[config.mk]
export PLATFORM = sky130hd
export DESIGN_NAME = latch_write_arbiter
export DESIGN_NICKNAME = d
export VERILOG_FILES = /design/src/rtl/latch_write_arbiter.sv
export SDC_FILE = /design/constraint.sdc
export NUM_CORES = 1
export LEC_CHECK = 0
export ABC_AREA = 1
export CAP_MARGIN = 20
export CELL_PAD_IN_SITES_DETAIL_PLACEMENT = 0
export CELL_PAD_IN_SITES_GLOBAL_PLACEMENT = 1
export CORE_ASPECT_RATIO = 0.75
export CORE_UTILIZATION = 31
export DETAILED_ROUTE_END_ITERATION = 8
export PLACE_DENSITY = 0.88
export SLEW_MARGIN = 30
export SYNTH_ARGS = -nofsm -noshare
export SYNTH_HDL_FRONTEND = slang
export SYNTH_SLANG_ARGS = --single-unit
[constraint.sdc]
create_clock -name clk -period 2.2 [get_ports clk]
set_input_delay 0.55 -clock clk [delete_from_list [all_inputs] [get_ports clk]]
set_output_delay 0.55 -clock clk [all_outputs]
set_load 0.05 [all_outputs]
[src/rtl/latch_write_arbiter.sv]
// Four-requester round-robin arbiter that drives a shared D latch with a SETUP/ENABLE/HOLD write cycle.
// All outputs registered; inputs are ignored while a transaction is in flight.
module latch_write_arbiter #(
  parameter int DW        = 8,
  parameter int EN_CYCLES = 1
) (
  input  logic            clk,
  input  logic            rst,
  input  logic [3:0]      req,
  input  logic [4*DW-1:0] data_in,
  output logic [DW-1:0]   d_out,
  output logic            en_out,
  output logic [3:0]      gnt,
  output logic            busy,
  output logic            done
);

  typedef enum logic [1:0] {IDLE, SETUP, ENABLE, HOLD} state_t;

  state_t        state_q, state_d;
  logic [3:0]    cnt_q, cnt_d;
  logic [1:0]    last_q, last_d;
  logic [DW-1:0] d_out_q, d_out_d;
  logic          en_q, en_d;
  logic [3:0]    gnt_q, gnt_d;
  logic          busy_q, busy_d;
  logic          done_q, done_d;

  logic [1:0]    win;
  logic          win_vld;

  // Walk from lowest to highest priority so the highest-priority requester is assigned last.
  always_comb begin : arb
    logic [1:0] idx;
    win     = '0;
    win_vld = 1'b0;
    idx     = '0;
    for (int k = 4; k >= 1; k--) begin
      idx = last_q + 2'(k);
      if (req[idx]) begin
        win     = idx;
        win_vld = 1'b1;
      end
    end
  end

  always_comb begin
    state_d = state_q;
    cnt_d   = cnt_q;
    last_d  = last_q;
    d_out_d = d_out_q;
    en_d    = en_q;
    gnt_d   = gnt_q;
    busy_d  = busy_q;
    done_d  = done_q;
    case (state_q)
      IDLE: begin
        if (win_vld) begin
          state_d = SETUP;
          d_out_d = data_in[32'(win)*DW +: DW];
          gnt_d   = 4'b0001 << win;
          last_d  = win;
          busy_d  = 1'b1;
        end
      end
      SETUP: begin
        state_d = ENABLE;
        en_d    = 1'b1;
        cnt_d   = 4'd1;
      end
      ENABLE: begin
        if (cnt_q == 4'(EN_CYCLES)) begin
          state_d = HOLD;
          en_d    = 1'b0;
          done_d  = 1'b1;
          cnt_d   = 4'd0;
        end else begin
          cnt_d = cnt_q + 4'd1;
        end
      end
      HOLD: begin
        state_d = IDLE;
        done_d  = 1'b0;
        busy_d  = 1'b0;
        gnt_d   = 4'b0000;
      end
      default: state_d = IDLE;
    endcase
  end

  always_ff @(posedge clk) begin
    if (rst) begin
      state_q <= IDLE;
      cnt_q   <= 4'd0;
      last_q  <= 2'd3;
      d_out_q <= '0;
      en_q    <= 1'b0;
      gnt_q   <= 4'b0000;
      busy_q  <= 1'b0;
      done_q  <= 1'b0;
    end else begin
      state_q <= state_d;
      cnt_q   <= cnt_d;
      last_q  <= last_d;
      d_out_q <= d_out_d;
      en_q    <= en_d;
      gnt_q   <= gnt_d;
      busy_q  <= busy_d;
      done_q  <= done_d;
    end
  end

  assign d_out  = d_out_q;
  assign en_out = en_q;
  assign gnt    = gnt_q;
  assign busy   = busy_q;
  assign done   = done_q;

endmodule

==> impl_metrics.py <==
metrics = {
    "run_status": {
        "status": "finished, final reports clean",
    },
    "synth": {
        "ys_ff_latch": 23,
        "synth_edf_count": 0,
        "synthCells": 240,
        "synthTopCellsByArea": "dfxtp_1 29%, nand2_1 12%, inv_1 7.3%",
        "post_synth_num_cell_types": 32,
        "synthMostInstantiatedCell": "nand2_1",
        "avgSynthCellArea_um2": 6.683,
        "synth_top_area_share_pct": 28.71,
        "ys.flop_type": "dfxtp_1",
        "syn-cell-area_um2": 1604,
        "yosys-top-cells-count": "50 x nand2_1, 31 x inv_1, 31 x nor2_1",
        "synth.net_count": 285,
        "yosysSeqAreaShare_pct": 28.71,
        "synth-async-reset-ratio_pct": 0,
        "synth_top_cell_by_area": "dfxtp_1",
        "yosys_warnings": 0,
    },
    "drt": {
        "firstDrtPassIters": 4,
        "route.detailed.drc": 0,
        "wl_um": 3931,
        "ant_nets": 0,
        "vias": 1637,
        "via_per_inst": 4.585,
        "wl_per_cell_um": 11.01,
        "drt_iter0_drc": 70,
    },
    "power_and_ir_drop": {
        "p_comb_share_pct": 72.8,
        "p_clk_share_pct": 7.7,
        "p_leak_uw": 0.001027,
        "p_seq_share_pct": 19.5,
        "power_density_nw_per_um2": 1538,
        "p_int_uw": 1628,
        "switchingPower_uw": 1853,
        "peakVddDrop_v": 0.0007719,
        "swShare_pct": 53.23,
        "total_power_uw": 3481,
    },
    "sta": {
        "fin_worst_skew_ns": 0.004930,
        "min_period_ns": 2.001,
        "hold_viol": 0,
        "slew_headroom_pct": 64.98,
        "rsz0062_at_grt": "false",
        "finalSetupViolCount": 0,
        "tightest_slew_ns": 0.5237,
        "min_period_over_period_pct": 90.95,
        "clock.fmax_mhz": 499.8,
        "drv_slew": 0,
    },
    "clocking": {
        "cts_tree": "built",
        "htreeDepth": 1,
        "postCtsSetupRepairBufs": 0,
        "cts_sinks": 23,
        "cts_root_buf": "clkbuf_8",
        "path_clk_slew_ns": 0.08,
        "cts_hold_buf": 0,
        "clk_latency_ns": 0.27,
        "cts_resized": 0,
        "clockBufferDepth": 2,
        "cts_buffers": 3,
    },
    "critical_path": {
        "reg2reg_slack_ns": 0.35,
        "r2r-end": "d_out[5]$_SDFFE_PP0P_",
        "critPathSlowestCell": "clkdlybuf4s50_1",
        "arrival_ns": 1.45,
        "end_kind": "output pin",
        "cp_data_required_time_ns": 1.65,
        "cp.depth": 1,
        "crit_fanout": 2,
        "crit_end": "d_out[7]",
        "worst_setup_path_start_kind": "flip-flop",
        "slowest_delay_ns": 0.82,
        "cpLargestDelayFamily": "buffers and inverters",
        "cp-startpoint": "d_out[7]$_SDFFE_PP0P_",
        "worst-path-buf-inv": 1,
        "crit_type": "reg -> out",
        "r2r_cells": 14,
        "worstReg2RegStart": "last_q[0]$_SDFFE_PP1P_",
        "path_cells": "clkdlybuf4s50_1",
    },
    "placement": {
        "gp_congestion": 0.8296,
        "place_inst": 353,
        "hpwl_um": 3029,
        "numPortBuffers": 52,
    },
    "grt": {
        "grt_overflow": 0,
        "antenna_found_initial": 0,
        "grt_pass1_vias": 1525,
        "grt_max_degree": 27,
        "track_usage_pct": 15.19,
        "grt_pass1_wl_um": 6727,
    },
    "floorplan": {
        "die_w_um": 85.06,
        "core_area_um2": 4927,
        "fp.dieH_um": 64.30,
        "placement_rows": 22,
        "fp.dieArea_um2": 5469,
        "initial_core_util_pct": 32.55,
        "io-pin-count": 53,
    },
    "final_layout": {
        "final_cells": 357,
        "final_layout_size_suffix_gt1_share_pct": 13.13,
        "area_growth_pct": 41.11,
        "nNetsFinal": 343,
        "diodes": 0,
        "fin_util_pct": 45.94,
    },
    "worst_hold_path": {
        "min_path_type": "reg -> reg",
    },
    "run": {
        "maxCapViolCount": 0,
    },
}
[metal layers]
layer / up-vias / GRT usage [%] / share of wire (%)
met2: 41 / 25.91 / 44
met4: 0 / 3.602 / 1.4
met3: 4 / 3.488 / 4.8
met1: 709 / 19.41 / 49
met5: - / 0 / 0
li1: 883 / - / -
[state kept, by name, summed over array words and instances, names as in the netlist]
register  count
gnt           4
last_q        2
d_out         8
done          1
en_out        1
cnt_q         4
busy          1
state_q       2
[through the flow]
| step | setup WS [ns] | hold slack [ns] | setup TNS [ns] | instance area [µm²] |
|---|---|---|---|---|
| final | 0.1991 | 0.4639 | 0 | 2263 |
| after global routing | 0.03069 | 0.5065 | 0 | 2263 |
| after CTS | 0.1967 | 0.4669 | 0 | 2258 |
| after detailed placement | -0.07527 | 0.4536 | -0.7533 | 2213 |
| after global placement | -0.05842 | 0.4560 | -0.4919 | 2213 |
| after floorplan | 0.4986 | 0.4604 | 0 | 1604 |
[kinds of logic after synthesis]
| logic type | after synthesis | synth area share (%) |
|---|---|---|
| XOR/XNOR | 1 | 0.5461 |
| adder cells (fa/ha/maj) | 7 | 5.460 |
| flip-flops | 23 | 28.71 |
| AND/OR/NAND/NOR | 136 | 41.97 |
| buffers and inverters | 42 | 12.79 |
| AO/OA/AOI/OAI | 31 | 10.53 |
[placed cells by master (no fill, tap or decap), types with 2 or more instances in the layout]
master / instances
ha_1: 7
nand4_1: 8
nand2_4: 3
inv_1: 31
a211oi_1: 2
o21ai_0: 13
nand2_1: 50
nand3_1: 21
a21oi_1: 12
nor2_1: 31
nor3_1: 2
nand3_2: 2
nor2_2: 8
clkdlybuf4s50_1: 52
dfxtp_1: 23
buf_4: 9
clkbuf_8: 3
nand2_2: 5
[power groups by stage]
stage | Sequential (µW) | Clock, µW | Combinational [µW]
global placement | 688 | 0 | 2500
global route | 695 | 294 | 2810
detailed placement | 685 | 0 | 2540
floorplan | 992 | 0 | 1640
CTS | 678 | 274 | 2550
finish | 678 | 267 | 2540
[layout make-up]
| cell class | instances | area, µm² |
|---|---|---|
| Clock buffer | 4 | 45.04 |
| Fill cell | 493 | 2664 |
| Inverter | 33 | 131.4 |
| Multi-Input combinational cell | 175 | 943.4 |
| Sequential cell | 23 | 460.4 |
| Tap cell | 60 | 75.07 |
| Timing Repair Buffer | 62 | 608.1 |
[how the worst min path moves through the flow]
stage,slack (ns),cells past startpoint,startpoint,end
2_1_floorplan,0.46,2,cnt_q[1]$_SDFFE_PP0P_,cnt_q[1]$_SDFFE_PP0P_
3_3_place_gp,0.46,2,busy$_SDFFE_PP0P_,busy$_SDFFE_PP0P_
3_5_place_dp,0.45,2,busy$_SDFFE_PP0P_,busy$_SDFFE_PP0P_
4_1_cts,0.47,2,busy$_SDFFE_PP0P_,busy$_SDFFE_PP0P_
5_1_grt,0.51,2,gnt[1]$_SDFFE_PP0P_,gnt[1]$_SDFFE_PP0P_
6_report,0.46,2,busy$_SDFFE_PP0P_,busy$_SDFFE_PP0P_
(Power assumes the default switching activity.)
==> RTL change 1, RTL diff (same flow settings) <==
`DW`: 8 -> 9.
--- a/src/rtl/latch_write_arbiter.sv
+++ b/src/rtl/latch_write_arbiter.sv
@@ -1,7 +1,7 @@
 // Four-requester round-robin arbiter that drives a shared D latch with a SETUP/ENABLE/HOLD write cycle.
 // All outputs registered; inputs are ignored while a transaction is in flight.
 module latch_write_arbiter #(
-  parameter int DW        = 8,
+  parameter int DW        = 9,
   parameter int EN_CYCLES = 1
 ) (
   input  logic            clk,
Ports: changed (resized d_out and data_in); port bits go from 53 to 58. No check against the original RTL was run, so the function may have changed too.
==> RTL change 1 against the unedited design <==
  * Maximum frequency decreased by 0.20%
  * Wire length up 4.6%
  * Total power is 7.0% higher
  * Synthesized area rose by 2.5%
  * Final area is 6.2% higher
  * Count of clock-buffer cells in the layout down 1
  * First-iteration DRC count is 20% higher
  * Critical path depth unchanged
  * Clock skew fell by 0.0018 ns
  * Register-to-register slack worse by 0.04 ns
  * Setup slack worse by 0.0040 ns
  * Sequential cell count up 1
  * Critical path type unchanged
  * Critical endpoint is now d_out[6]
==> RTL change 1: results (changes against the unedited design) <==
Beginning of the worst hold path: gnt[1]$_SDFFE_PP0P_
Syn_nets: 302 (+6.0%)
CTS clock-pin slew for the worst setup and hold paths: 0.09 ns
Max reg flops: 9 (+1)
Port bufs: 57 (+9.6%)
Register area share after synthesis: 29.2% (+0.52 points)
Leak pwr: 1.09 nW (+6.0%)
Critical Path Max Stage Delay: 0.83 ns
Global-route wire length before repair: 7060 µm (+4.9%)
Vias in the first global route: 1562 (+2.4%)
Routed WL: 4110 µm (+4.6%)
Clock Skews: 0.00314 ns (-0.00179 ns)
Tot GR Track Use: 15.7% (+0.49 points)
Finished Layout Cells: 387 (+8.4%)
Pre-CTS setup slack: -0.131 ns (-0.0553 ns)
Worst-Skew Late Latency: 0.27 ns (about the same)
Largest net degree at the start of global routing: 32 (+19%)
Share of cells above drive strength 1: 12.7% (-0.43 points)
Cts hold-fix bufs: 0 (unchanged)
Post-CTS Resized: 0 (unchanged)
Gpl congestion: 0.808 (-2.6%)
VDD IR-drop max: 632 µV (-18%)
DR vias: 1714 (+4.7%)
Slowest cell on crit path: clkdlybuf4s50_1
ANT cells: 0 (unchanged)
Synthesis Warnings: 0 (unchanged)
Netlist cell types: 27 (-16%)
Status: finished, final reports clean
# fillers: 505 (+2.4%)
Avg Synthesized Cell Area: 6.50 µm² (-2.8%)
Pre-Repair DR Iteration Count: 4 (unchanged)
Placed cell count: 383 (+8.5%)
HPWL Detailed: 3140 µm (+3.6%)
List of most frequent post-synthesis cells: 43 x nand2_1, 43 x nor2_1, 31 x inv_1, 25 x nand3_1, 24 x dfxtp_1
CP max FO: 2 (unchanged)
Max-slew headroom: 60.9% (-4.0 points)
Worst Setup SP: d_out[6]$_SDFFE_PP0P_
Final net count: 365 (+6.4%)
Starting DRT DRC Count: 84 (+20%)
Synth area leaders: dfxtp_1 29%, nand2_1 9.8%, nor2_1 9.8%
## RTL change 1: changes by cell type after synthesis, moves of 2 or more
| cell | unedited run | this run |
|---|---|---|
| nand2_1 | 50 | 43 |
| nand3_2 | 2 | 0 |
| nor2_2 | 8 | 0 |
| nor2_1 | 31 | 43 |
| nand3_1 | 21 | 25 |
| nand2_2 | 5 | 17 |
## RTL change 1: logic make-up after synthesis
family	Yosys count	share of synthesized area, %
AND/OR/NAND/NOR	147	42.8
AO/OA/AOI/OAI	31	10.0
buffers and inverters	43	12.1
adder cells (fa/ha/maj)	7	5.33
flip-flops	24	29.2
XOR/XNOR	1	0.533
## RTL change 1: worst paths after layout
path                              end  slack [ns]  cells after the start
setup reg to reg  gnt[0]$_SDFFE_PP0P_        0.31                      9
hold / removal    gnt[1]$_SDFFE_PP0P_        0.47                      2
setup / recovery             d_out[6]        0.20                      1
hold reg to reg   gnt[1]$_SDFFE_PP0P_        0.47                      2
## RTL change 1: final cells by class
cell class | instances | area [µm²] | share of cell area (%)
inverters | 34 | 131 | 5.46
clock inverters | 1 | 30.0 | 1.25
well taps | 72 | 90.1 | 3.75
clock buffers | 3 | 41.3 | 1.72
multi-input cells | 186 | 973 | 40.5
repair buffers | 67 | 658 | 27.4
flip-flops and latches | 24 | 480 | 20.0
## RTL change 1: metal layers
| layer | vias to the layer above | part of all wire [%] | track usage, % |
|---|---|---|---|
| li1 | 932 | - | - |
| met1 | 741 | 52 | 21.8 |
| met2 | 39 | 42 | 25.0 |
| met3 | 2 | 5.2 | 3.69 |
| met4 | 0 | 0.44 | 2.50 |
| met5 | - | 0 | 0 |
## RTL change 1: worst min-delay path, delay by kind of cell (launching register included)
| family | cells | cell delay [ns] |
|---|---|---|
| AOI/OAI and AO/OA | 1 | 0.05 |
| and+or+nand+nor | 1 | 0.06 |
| DFF | 1 | 0.32 |
## RTL change 1: power by group
group | switching (mW) | internal [mW] | total (mW) | leakage [nW]
Clock | 0.151 | 0.243 | 0.395 | 0.0357
Combinational | 1.68 | 0.950 | 2.63 | 0.855
Sequential | 0.106 | 0.591 | 0.698 | 0.198
Total | 1.94 | 1.78 | 3.73 | 1.09
## RTL change 1: stage by stage
stage / utilization [%] / power [mW] / TNS (ns) / area, µm²
2_1_floorplan: - / 2.72 / 0 / 1640
3_3_place_gp: 46.7 / 3.28 / -0.914 / 2320
3_5_place_dp: 46.7 / 3.32 / -1.27 / 2320
4_1_cts: 48.1 / 3.72 / 0 / 2400
5_1_grt: 48.3 / 4.07 / 0 / 2400
6_report: 48.3 / 3.73 / 0 / 2400
==> RTL change 2, RTL diff (same settings) <==
Made on the original files. The 4 states of `state_t` get a one-hot encoding in 4 bits.
--- a/src/rtl/latch_write_arbiter.sv
+++ b/src/rtl/latch_write_arbiter.sv
@@ -15,7 +15,7 @@
   output logic            done
 );
 
-  typedef enum logic [1:0] {IDLE, SETUP, ENABLE, HOLD} state_t;
+  typedef enum logic [3:0] {IDLE = 4'b0001, SETUP = 4'b0010, ENABLE = 4'b0100, HOLD = 4'b1000} state_t;
 
   state_t        state_q, state_d;
   logic [3:0]    cnt_q, cnt_d;
Behaviour: same outputs for any inputs over 10 cycles, from zero or initial values and one cycle with rst high; not proved beyond that.
==> RTL change 2 against the unedited design <==
  * Clock power is 11% higher
  * Total power is 6.5% lower
  * Wire length is 3.7% higher
  * Critical path depth stayed put
  * Critical path type unchanged
  * Count of clock-buffer cells in the layout is 1 lower
  * Setup slack worse by 0.018 ns
  * Sequential cell count is 2 higher
  * Sequential share of layout area is 1.9 points higher
  * Final area is 0.50% lower
  * Hold slack better by 0.0075 ns
  * Synthesized area is 3.4% lower
==> RTL change 2: results (changes against the unedited design) <==
Smallest hold slack: 0.471 ns (+0.00751 ns)
Buffers excl. clock: 63 (+1.6%)
Avg Synthesized Cell Area: 6.48 µm² (-3.0%)
Logic inverters: 32 (-3.0%)
Fraction of area in multi-input gates: 38.3% (-3.4 points)
Starting DRT DRC Count: 63 (-10%)
Met2 GRT Util: 25.7% (-0.20 points)
Vias in the first global route: 1542 (+1.1%)
Global-route wire length before repair: 6960 µm (+3.5%)
CP delay by family, top: buffers and inverters
Gpl congestion: 0.791 (-4.6%)
Worst Reg2Reg Path Length in Cells: 13 (-1)
Multiplexer share of the synthesized area: 0% (unchanged)
Worst R2R End: d_out[2]$_SDFFE_PP0P_
Register area share after synthesis: 32.3% (+3.6 points)
HPWL Detailed: 3150 µm (+3.9%)
NonClk Buf Share: 28.4% (+1.6 points)
Slew @ Worst Pin: 0.521 ns (-0.00233 ns)
Post-layout util: 48.7% (+2.8 points)
CTS clock-pin slew for the worst setup and hold paths: 0.10 ns (+0.02 ns)
TritonCTS Sinks: 25 (+8.7%)
Pre-Repair DR Iteration Count: 4 (unchanged)
Leak pwr: 1.01 nW (-1.5%)
Finished Layout Cells: 354 (-0.84%)
Vias per cell: 4.61 (+0.48%)
Hold depth: 2 (unchanged)
Clock Skews: 0.00308 ns (-0.00185 ns)
Placed cell areas: 2200 µm² (-0.51%)
Synth area leaders: dfxtp_1 32%, nand2_1 11%, nor2_1 10%
Worst Setup SP: d_out[0]$_SDFFE_PP0P_
Share of cells above drive strength 1: 11.4% (-1.7 points)
Largest net degree at the start of global routing: 28 (+3.7%)
Placed cell count: 350 (-0.85%)
Netlist cell types: 27 (-16%)
R2R setup slack: 0.33 ns (-0.02 ns)
Pre-CTS setup slack: -0.0729 ns (+0.00241 ns)
Met1 usage: 21.9% (+2.5 points)
Worst EP arrival: 1.47 ns (+0.02 ns)
Adder-Cell Fraction of Synth Area: 1.62% (-3.8 points)
Multi-input gates: 173 (-1.1%)
Beginning of the worst hold path: en_out$_SDFFE_PP0P_
Hold endpoint: en_out$_SDFFE_PP0P_
Syn_nets: 279 (-2.1%)
PD cells: 1440 nW/µm² (-6.1%)
Status: finished, final reports clean
Clock-cell share of area: 2.22% (+0.23 points)
List of most frequent post-synthesis cells: 47 x nand2_1, 42 x nor2_1, 28 x inv_1, 28 x nand3_1, 25 x dfxtp_1
FF+latch area: 500 µm² (+8.7%)
Routed WL: 4080 µm (+3.7%)
Synth Area in XOR/XNOR: 0% (-0.55 points)
Tot GR Track Use: 15.9% (+0.73 points)
Final net count: 338 (-1.5%)
Port bufs: 52 (unchanged)
# fillers: 477 (-3.2%)
Compound-Gate Fraction of Synth Area: 9.85% (-0.68 points)
Met3 Resource Use GR: 3.15% (-0.34 points)
Fin crit share: 91.8% (+0.83 points)
[RTL change 2: routing by layer]
layer | routed length (µm) | vias to the layer above | share of wire, %
met2 | 1730 | 38 | 42
met4 | 21 | 0 | 0.52
li1 | - | 884 | -
met1 | 2150 | 707 | 53
met5 | 0 | - | 0
met3 | 176 | 2 | 4.3
[RTL change 2: worst max path at each step]
stage                                        to  cells past startpoint
final                                  d_out[0]                      1
after global routing      d_out[6]$_SDFFE_PP0P_                     14
after CTS                              d_out[0]                      1
after detailed placement  d_out[2]$_SDFFE_PP0P_                     14
after global placement    d_out[2]$_SDFFE_PP0P_                     13
after floorplan           d_out[6]$_SDFFE_PP0P_                     14
[RTL change 2: power breakdown]
part | internal [mW] | leakage [nW] | total (mW) | switching [mW]
Combinational | 0.864 | 0.781 | 2.27 | 1.41
Clock | 0.133 | 0.0261 | 0.297 | 0.164
Sequential | 0.583 | 0.206 | 0.686 | 0.103
